--- src/rtl/fifo_level.sv ---
// fifo_level: synchronous show-ahead FIFO with occupancy count, programmable
// almost-full/almost-empty thresholds, synchronous flush and sticky
// overflow/underflow error flags.
module fifo_level #(
    parameter int DATA_WIDTH      = 8,
    parameter int ADDR_WIDTH      = 3,
    parameter int ALMOST_FULL_TH  = 6,
    parameter int ALMOST_EMPTY_TH = 2
) (
    input  logic                  i_clk,
    input  logic                  i_reset_n,
    input  logic                  i_clear,
    input  logic                  i_wr,
    input  logic [DATA_WIDTH-1:0] i_w_data,
    input  logic                  i_rd,
    output logic [DATA_WIDTH-1:0] o_r_data,
    output logic                  o_full,
    output logic                  o_empty,
    output logic                  o_almost_full,
    output logic                  o_almost_empty,
    output logic [ADDR_WIDTH:0]   o_count,
    output logic                  o_overflow,
    output logic                  o_underflow
);

    localparam int DEPTH = 1 << ADDR_WIDTH;

    // Width-matched constants so every compare/add is the same width as the count.
    localparam logic [ADDR_WIDTH:0]   DEPTH_C = (ADDR_WIDTH+1)'(DEPTH);
    localparam logic [ADDR_WIDTH:0]   AF_TH   = (ADDR_WIDTH+1)'(ALMOST_FULL_TH);
    localparam logic [ADDR_WIDTH:0]   AE_TH   = (ADDR_WIDTH+1)'(ALMOST_EMPTY_TH);
    localparam logic [ADDR_WIDTH:0]   CNT_ONE = (ADDR_WIDTH+1)'(1);
    localparam logic [ADDR_WIDTH-1:0] PTR_ONE = ADDR_WIDTH'(1);

    logic [DATA_WIDTH-1:0] mem_q [DEPTH];
    logic [ADDR_WIDTH-1:0] wr_ptr_q, wr_ptr_d;
    logic [ADDR_WIDTH-1:0] rd_ptr_q, rd_ptr_d;
    logic [ADDR_WIDTH:0]   count_q, count_d;
    logic                  ovf_q, ovf_d;
    logic                  udf_q, udf_d;

    logic full, empty, wr_ok, rd_ok;

    assign full  = (count_q == DEPTH_C);
    assign empty = (count_q == '0);

    // Full FIFO still accepts a write when a read frees the head in the same
    // edge; flush suppresses both so nothing lands in memory that cycle.
    assign wr_ok = i_wr & (~full | i_rd) & ~i_clear;
    assign rd_ok = i_rd & ~empty & ~i_clear;

    // Next-state for pointers, count and sticky error flags.
    always_comb begin
        wr_ptr_d = wr_ptr_q;
        rd_ptr_d = rd_ptr_q;
        count_d  = count_q;
        ovf_d    = ovf_q;
        udf_d    = udf_q;
        if (i_clear) begin
            wr_ptr_d = '0;
            rd_ptr_d = '0;
            count_d  = '0;
            ovf_d    = 1'b0;
            udf_d    = 1'b0;
        end else begin
            if (wr_ok) wr_ptr_d = wr_ptr_q + PTR_ONE;
            if (rd_ok) rd_ptr_d = rd_ptr_q + PTR_ONE;
            case ({wr_ok, rd_ok})
                2'b10:   count_d = count_q + CNT_ONE;
                2'b01:   count_d = count_q - CNT_ONE;
                default: count_d = count_q;
            endcase
            // A read on empty flags underflow even if a write lands the same edge.
            ovf_d = ovf_q | (i_wr & full & ~i_rd);
            udf_d = udf_q | (i_rd & empty);
        end
    end

    // Control state: asynchronous reset, otherwise load next-state.
    always_ff @(posedge i_clk or negedge i_reset_n) begin
        if (!i_reset_n) begin
            wr_ptr_q <= '0;
            rd_ptr_q <= '0;
            count_q  <= '0;
            ovf_q    <= 1'b0;
            udf_q    <= 1'b0;
        end else begin
            wr_ptr_q <= wr_ptr_d;
            rd_ptr_q <= rd_ptr_d;
            count_q  <= count_d;
            ovf_q    <= ovf_d;
            udf_q    <= udf_d;
        end
    end

    // Storage array is not reset; an empty FIFO's head is don't-care.
    always_ff @(posedge i_clk) begin
        if (wr_ok) mem_q[wr_ptr_q] <= i_w_data;
    end

    assign o_r_data       = mem_q[rd_ptr_q];
    assign o_full         = full;
    assign o_empty        = empty;
    assign o_almost_full  = (count_q >= AF_TH);
    assign o_almost_empty = (count_q <= AE_TH);
    assign o_count        = count_q;
    assign o_overflow     = ovf_q;
    assign o_underflow    = udf_q;

endmodule
--- config.mk ---
export PLATFORM = sky130hd
export DESIGN_NAME = fifo_level
export DESIGN_NICKNAME = d
export VERILOG_FILES = /design/src/rtl/fifo_level.sv
export SDC_FILE = /design/constraint.sdc
export NUM_CORES = 1
export LEC_CHECK = 0
export CORE_ASPECT_RATIO = 1.5
export CORE_MARGIN = 2
export CORE_UTILIZATION = 30
export DETAILED_ROUTE_END_ITERATION = 7
export MAX_ROUTING_LAYER = met4
export PLACE_DENSITY = 0.54
export SETUP_SLACK_MARGIN = 0.3
export SYNTH_ARGS = -nofsm -noshare
export SYNTH_HDL_FRONTEND = slang
export SYNTH_SLANG_ARGS = --single-unit
--- constraint.sdc ---
create_clock -name i_clk -period 5.9 [get_ports i_clk]
set_input_delay 1.18 -clock i_clk [delete_from_list [all_inputs] [get_ports i_clk]]
set_output_delay 1.18 -clock i_clk [all_outputs]
set_load 0.01 [all_outputs]
## After elaboration in Yosys (flattened, before gate mapping)

Memories as Yosys holds them, arrays and structs flattened.
Index checks and enable logic that the tools add are counted.
W data, S select, Z words.

- Bitwise gates (word level): 14
- Reduce and logical (&&, ||, !) cells: 4
- Add/subtract/negate cells: 4
- Magnitude comparators: 2
- Equal/unequal tests: 3
- Mux-type cells: 10

Operators by type and width:

| kind | count |
|---|---|
| $mux W3 | 4 |
| $pmux W4 S2 | 1 |
| $and A1 B1 Y1 | 7 |
| $add A3 B1 Y3 const B | 2 |
| $add A4 B1 Y4 const B | 1 |
| $eq A4 B4 Y1 const B | 1 |
| $ge A4 B3 Y1 const B | 1 |
| $le A4 B2 Y1 const B | 1 |
| $logic_not A4 Y1 | 1 |
| $mux W1 | 4 |
| $mux W4 | 1 |
| $not A1 Y1 | 4 |
| $reduce_bool A2 Y1 | 2 |
| $sub A4 B1 Y4 const B | 1 |
| $or A1 B1 Y1 | 3 |
| $reduce_bool A3 Y1 | 1 |
| $eq A2 B1 Y1 const B | 1 |
| $eq A2 B2 Y1 const B | 1 |

- Register bits: 12
- Input bits: 13
- RAM bits: 64
- Memories: 1
- Word-level logic and storage cells: 43
- Output and inout bits: 18

Memories:

| name | words | width | rd ports | clocked after Yosys merged registers in | wr ports | RTL line | RTL |
|---|---|---|---|---|---|---|---|
| mem_q | 8 | 8 | 1 | 0 | 1 | 35 | `logic [DATA_WIDTH-1:0] mem_q [DEPTH];` |

## Longest topological paths before layout

Gate-level depths: netlist of run 1.

- Depth in word-level cells: 8
- Gate-level depth with buffers: 10
- Depth with buffers taken out: 8

## Least setup slack after synthesis of run 1

Ideal clock, no wire load.

- Path type: register to output
- From: register rd_ptr_q[0]
- To: output o_r_data[0]
- Path buffers: 2
- Arrival: 1.693 ns
- Required time: 4.720 ns
- Stages on the path, launching flop included: 5
- Setup slack: 3.027 ns
- Path through: dfrtp_1 -> buf_2 -> buf_2 -> mux4_2 -> mux2_2

- Word-level cells in the longest chain between the ends: 1

Ends and longest elaborated chain:

| item | RTL line | RTL |
|---|---|---|
| from (decl) | 37 | `logic [ADDR_WIDTH-1:0] rd_ptr_q, rd_ptr_d;` |
| from (signal assigned) | 89 | `rd_ptr_q <= rd_ptr_d;` |
| $mem_v2 Z8 W8 | n/a |  |
| to (decl) | 16 | `output logic [DATA_WIDTH-1:0] o_r_data,` |

Every way passes these cells.

## Worst setup path in the final report of run 1

- From: register rd_ptr_q[0]
- To: output o_r_data[3]

The elaborated chain is that of the path after synthesis.

==> out/qor.txt, run 1 <==
Reg2Reg Launch Point - o_count[1]
WL per Instance - 16.8 µm
Synth top area share - 59.2%
N_diodes - 0
Met2 GRT Util - 19.4%
Synth-to-layout area growth - 23.4%
Clock root buffer - clkbuf_16
Synth top cells by count - edfxtp_1, mux4_2, nor2_1
DRC - 0
Fin. Hold Viols - 0
Seq/Total Area, Yosys - 68.5%
Drt initial violations - 109
Post-synth top area cell - edfxtp_1
First-pass GRT wire length - 10100 µm
VDD IR-drop max - 0.000206 V
Grt peak-use layer - met2
Via count - 1730
MaxCap Viol Count - 0
Final setup margin - 1980 ps
Final hold slack - 503 ps
Most used DFF post-synth - edfxtp_1
Final clock skew - 3.76 ps
Num CTS Buffers - 9
Core area - 10500 µm²
Post-CTS setup buffer count - 0
Synth warnings - 0
Final Setup Violations - 0
Cell row count - 46
Post-CTS Hold Buffers - 0
Worst setup startpoint - rd_ptr_q[0]
Arrival time at the worst endpoint - 2740 ps
CTS tree - yes
M1 GR Usage - 14.5%
Synth unique cells - 42
Clock sinks - 76
Io pins - 31
Synthesized net count - 201
FF+latch count, synth - 76
Total Die Area - 11700 µm²
Buffers & Inverters on Critical Path - 2
Initial antenna violation count - 0
Post-Route WL - 6200 µm
Gr usage total - 12.2%
Critical Path Source Type - flip-flop
Pleak - 0.00136 µW
Share of cells above drive strength 1 - 25.8%
Worst EP required - 4720 ps
CP top delay family - flip-flops
CP Capture Type - output port
Logic gate share of total power - 24.8%
Starting density of the core - 30.8%
Cell with the most instances after synthesis - edfxtp_1
Final Core Density - 38.0%
Setup TNS Final - 0 ps
Vias in the first global route - 1899
GR Overflow Total - 0
Mapped cell area - 3250 µm²
Crit path time final - 3920 ps
Synth top area cells - edfxtp_1, mux4_2, dfrtp_1, mux2_2, ha_1
PD cells - 399 nW/µm²
Net Sw Frac - 26.8%
Overall power - 1600 µW
FFs w/ async S/R, synth - 15.8%
Flop pwr share - 42.0%
Post-cts sizing count - 0
Max Clock Freq - 255 MHz
Cell Chain, Critical Path - buf_4 > mux4_2 > mux2_2 > clkdlybuf4s50_1
Fin nets - 237
Gp weighted congestion - 0.751
H-tree lvl count - 3
Port bufs - 30
Clock transition at the registers of the reported paths - 60 ps
CP max stage delay - 850 ps
First-pass iteration count of the detailed router - 4
Slew @ Worst Pin - 951 ps
Die height - 131 µm
Clock power frac - 33.2%
Worst-Skew Late Latency - 330 ps
Worst Hold Class - flip-flop to flip-flop
Hold path startpoint - o_overflow
Final ANT Viol Nets - 0
Mean post-synth cell area - 17.6 µm²
Post-Synthesis Cells - 184
GR Layer Usage met3 - 2.70%
CP max-delay cell - dfrtp_1
Int Power - 1170 µW
Vias per Instance - 4.69
Clk buf depth - 2
Pins Over Slew Limit - 0
DP HPWL - 4060 µm
P_sw - 428 µW
Largest net degree at the start of global routing - 19
RSZ-0062 raised after global routing - no
Crit Path Category - flip-flop to output port
Max-slew headroom - 36.3%
Die X - 88.9 µm
Final Cycle Share - 66.4%
Crit-path max FO - 13
Status - complete, no violations
Number of flops mapped to enable cells by yosys - 64
Pre-CTS worst setup slack - 2260 ps
## worst reg2reg max path, cell delays in order (launching register included)
cell	delay (ps)
dfrtp_1	500
or4_4	610
nand2_1	170
nor2_1	90
ha_1	350
o21ai_0	80
nor4b_1	340
o22ai_2	130
mux2_4	310
## per-layer routing
layer | vias up | share of wire (%) | wire length [µm]
met5 | - | 0 | 0
met4 | 0 | 1.6 | 101
met1 | 888 | 42 | 2620
li1 | 799 | - | -
met2 | 35 | 53 | 3290
met3 | 8 | 3.1 | 190
## flip-flops by register name, indices dropped and copies added (netlist names)
signal	count
mem_q	64
o_count	4
rd_ptr_q	3
wr_ptr_q	3
o_overflow	1
o_underflow	1
## power by group through the flow
| stage | logic (µW) | clock network, µW | registers (µW) |
|---|---|---|---|
| after global placement | 402 | 0 | 684 |
| after detailed placement | 402 | 0 | 685 |
| after global routing | 436 | 565 | 682 |
| after floorplan | 308 | 0 | 645 |
| final | 397 | 531 | 671 |
| after CTS | 405 | 546 | 675 |
## cell usage in the layout (no fill, tap or decap), types with 2 or more instances in the layout
| master | count |
|---|---|
| clkbuf_16 | 9 |
| nor3b_1 | 4 |
| nand3_1 | 4 |
| o211ai_1 | 2 |
| a21oi_1 | 6 |
| and2b_2 | 3 |
| nand2_1 | 5 |
| edfxtp_1 | 64 |
| buf_4 | 6 |
| mux4_2 | 16 |
| xor2_1 | 4 |
| nor3_1 | 3 |
| o21ai_0 | 3 |
| ha_1 | 4 |
| dfrtp_1 | 12 |
| nor2_1 | 13 |
| clkinv_2 | 2 |
| clkdlybuf4s50_1 | 30 |
| clkinv_4 | 2 |
| mux2_2 | 8 |
## stage by stage
step,instance area (µm²),std cells
finish,4010,369
global route,4010,369
CTS,4010,369
detailed placement,3710,353
global placement,3710,353
floorplan,3250,184
## area by class of cell
class                      instances  area, µm²
multi-input combinational         95        943
sequential                        76       2220
timing repair buffer              36        345
fill                             986       6530
clock buffer                      10        229
clock inverter                     6       65.1
tap                              144        180
inverter                           2       20.0
## path summary, 6_finish.rpt
kind	slack, ps	depth (start not counted)	end
setup / recovery	1980	4	o_r_data[3]
hold / removal	500	2	o_overflow
setup reg to reg	3230	8	o_count[3]
hold reg to reg	500	2	o_overflow
max in group asynchronous	4260	1	rd_ptr_q[2]
min in group asynchronous	1240	1	o_count[0]
## logic make-up after synthesis
family,count (synthesis),share of synthesized area (%)
buf+inv,13,2.62
flops,76,68.5
fa+ha+maj,4,1.54
xor+xnor,5,1.35
simple gates,41,7.21
compound gates,19,4.16
mux,26,14.6
Note: power is estimated with default switching activity, not from simulation.
==> run 2: changes to the inputs <==
Clock period 5.9 ns to 4 ns, I/O delays scaled along.
==> run 2 against run 1 <==
  * Critical path depth down 1
  * Clock power is 51% higher
  * Clock skew hardly changed
  * Core utilization grew 0.32 points
  * Sequential power rose by 43%
  * Routed wire length up 0.47%
  * Sequential share of layout area fell by 0.46 points
  * Critical path type unchanged
==> out/qor.txt, run 2 (same netlist as run 1, synthesis figures left out) <==
Buffers & Inverters on Critical Path - 1
Initial antenna violation count - 0
N_diodes - 0
Fin. Hold Viols - 0
CP top delay family - flip-flops
Drt initial violations - 93
Grt peak-use layer - met2
Port bufs - 30
Starting density of the core - 30.8%
Final clock skew - 3.94 ps
H-tree lvl count - 3
CP max-delay cell - dfrtp_1
Final Core Density - 38.3%
Clock sinks - 76
Min-Delay Endpoint - o_overflow
Die X - 88.9 µm
Status - complete, no violations
Share of cells above drive strength 1 - 27.1%
Hold path startpoint - o_overflow
Crit path time final - 3220 ps
Met2 GRT Util - 18.7%
First-pass GRT wire length - 10100 µm
CTS tree - yes
MaxCap Viol Count - 0
Hold path depth - 2
Io pins - 31
VDD IR-drop max - 0.000358 V
Cell Chain, Critical Path - mux4_2 > mux2_2 > clkdlybuf4s50_1
Vias in the first global route - 1784
DP HPWL - 4000 µm
Core area - 10500 µm²
Via count - 1711
Post-cts sizing count - 0
Max-slew headroom - 43.2%
M1 GR Usage - 15.2%
Post-CTS Hold Buffers - 0
Gr usage total - 12.3%
Clock root buffer - clkbuf_16
Worst EP required - 3200 ps
R2R depth - 8
Num CTS Buffers - 9
Gp weighted congestion - 0.841
Worst Hold Class - flip-flop to flip-flop
Total Die Area - 11700 µm²
Synth-to-layout area growth - 24.4%
Final Cycle Share - 80.5%
Most common cell after layout, fill and taps aside - edfxtp_1
Die height - 131 µm
Reg2Reg Launch Point - o_count[1]
Max Clock Freq - 311 MHz
Max FFs per register - 64
CP Capture Type - output port
Worst-Skew Late Latency - 330 ps
GR Overflow Total - 0
Most flops, register - mem_q
DRC - 0
Post-Route WL - 6230 µm
CP max stage delay - 890 ps
Setup TNS Final - 0 ps
WL per Instance - 16.7 µm
Slew @ Worst Pin - 852 ps
R2r endpoint - o_count[3]
Arrival time at the worst endpoint - 2420 ps
Final Setup Violations - 0
Clock transition at the registers of the reported paths - 60 ps
Pleak - 0.00137 µW
Critical Path Source Type - flip-flop
PD cells - 591 nW/µm²
Post-CTS setup buffer count - 0
Crit Path Category - flip-flop to output port
First-pass iteration count of the detailed router - 4
Pins Over Slew Limit - 0
Fin nets - 241
Commonest non-fill, non-tap cells in the layout - edfxtp_1, clkdlybuf4s50_1, mux4_2, nor2_1, dfrtp_1
FF-to-FF setup slack - 1390 ps
Vias per Instance - 4.59
Crit-path max FO - 18
GR Layer Usage met3 - 3.64%
Largest net degree at the start of global routing - 19
Clk buf depth - 2
Cell row count - 46
Final ANT Viol Nets - 0
RSZ-0062 raised after global routing - no
Layout fillers - 979
==> run 2: cell count changes in the layout (fill, tap and decap cells not counted), sizes merged <==
cell,before,now
clkinv,5,3
buf,6,10
clkbuf,10,9
clkinvlp,1,4
==> run 2: cell type report <==
cell class	instances	area, µm²	share of cell area [%]
repair buffers	40	375	9.29
multi-input cells	95	938	23.2
clock buffers	9	225	5.58
clock inverters	7	77.6	1.92
flip-flops and latches	76	2220	55.0
inverters	2	20.0	0.496
well taps	144	180	4.46
==> run 2: metrics by stage <==
step / hold slack [ps] / power [µW] / worst slack (ps) / instances / instance area [µm²]
floorplan: 504 / 1400 / 1490 / 184 / 3250
global placement: 487 / 1610 / 911 / 357 / 3740
detailed placement: 500 / 1610 / 838 / 357 / 3740
CTS: 518 / 2420 / 737 / 373 / 4040
global route: 545 / 2510 / 672 / 373 / 4040
finish: 508 / 2390 / 782 / 373 / 4040
==> run 2: metal layers <==
layer / vias up / wire length [µm]
li1: 803 / -
met5: - / 0
met3: 11 / 246
met2: 34 / 3100
met4: 0 / 125
met1: 863 / 2760
==> run 2: worst min-delay path, stage by stage (launching register included) <==
cell and delay, ps:
dfrtp_1 350, a21oi_1 50, nor2_1 70
==> run 2: worst max path at each step <==
| stage | startpoint | end | slack [ps] | depth (start not counted) |
|---|---|---|---|---|
| 3_3_place_gp | i_rd | o_count[3] | 910 | 9 |
| 5_1_grt | rd_ptr_q[1] | o_r_data[2] | 670 | 3 |
| 2_1_floorplan | o_count[1] | o_count[3] | 1490 | 10 |
| 6_report | rd_ptr_q[1] | o_r_data[2] | 780 | 3 |
| 4_1_cts | rd_ptr_q[1] | o_r_data[1] | 740 | 3 |
| 3_5_place_dp | i_rd | o_count[3] | 840 | 9 |
==> run 2: report_power, final <==
group | total [µW] | switching (µW) | leakage [µW] | internal (µW)
logic | 627 | 278 | 0.000499 | 349
clock network | 802 | 318 | 0.000134 | 484
registers | 957 | 58.5 | 0.000741 | 898
total | 2390 | 655 | 0.00137 | 1730
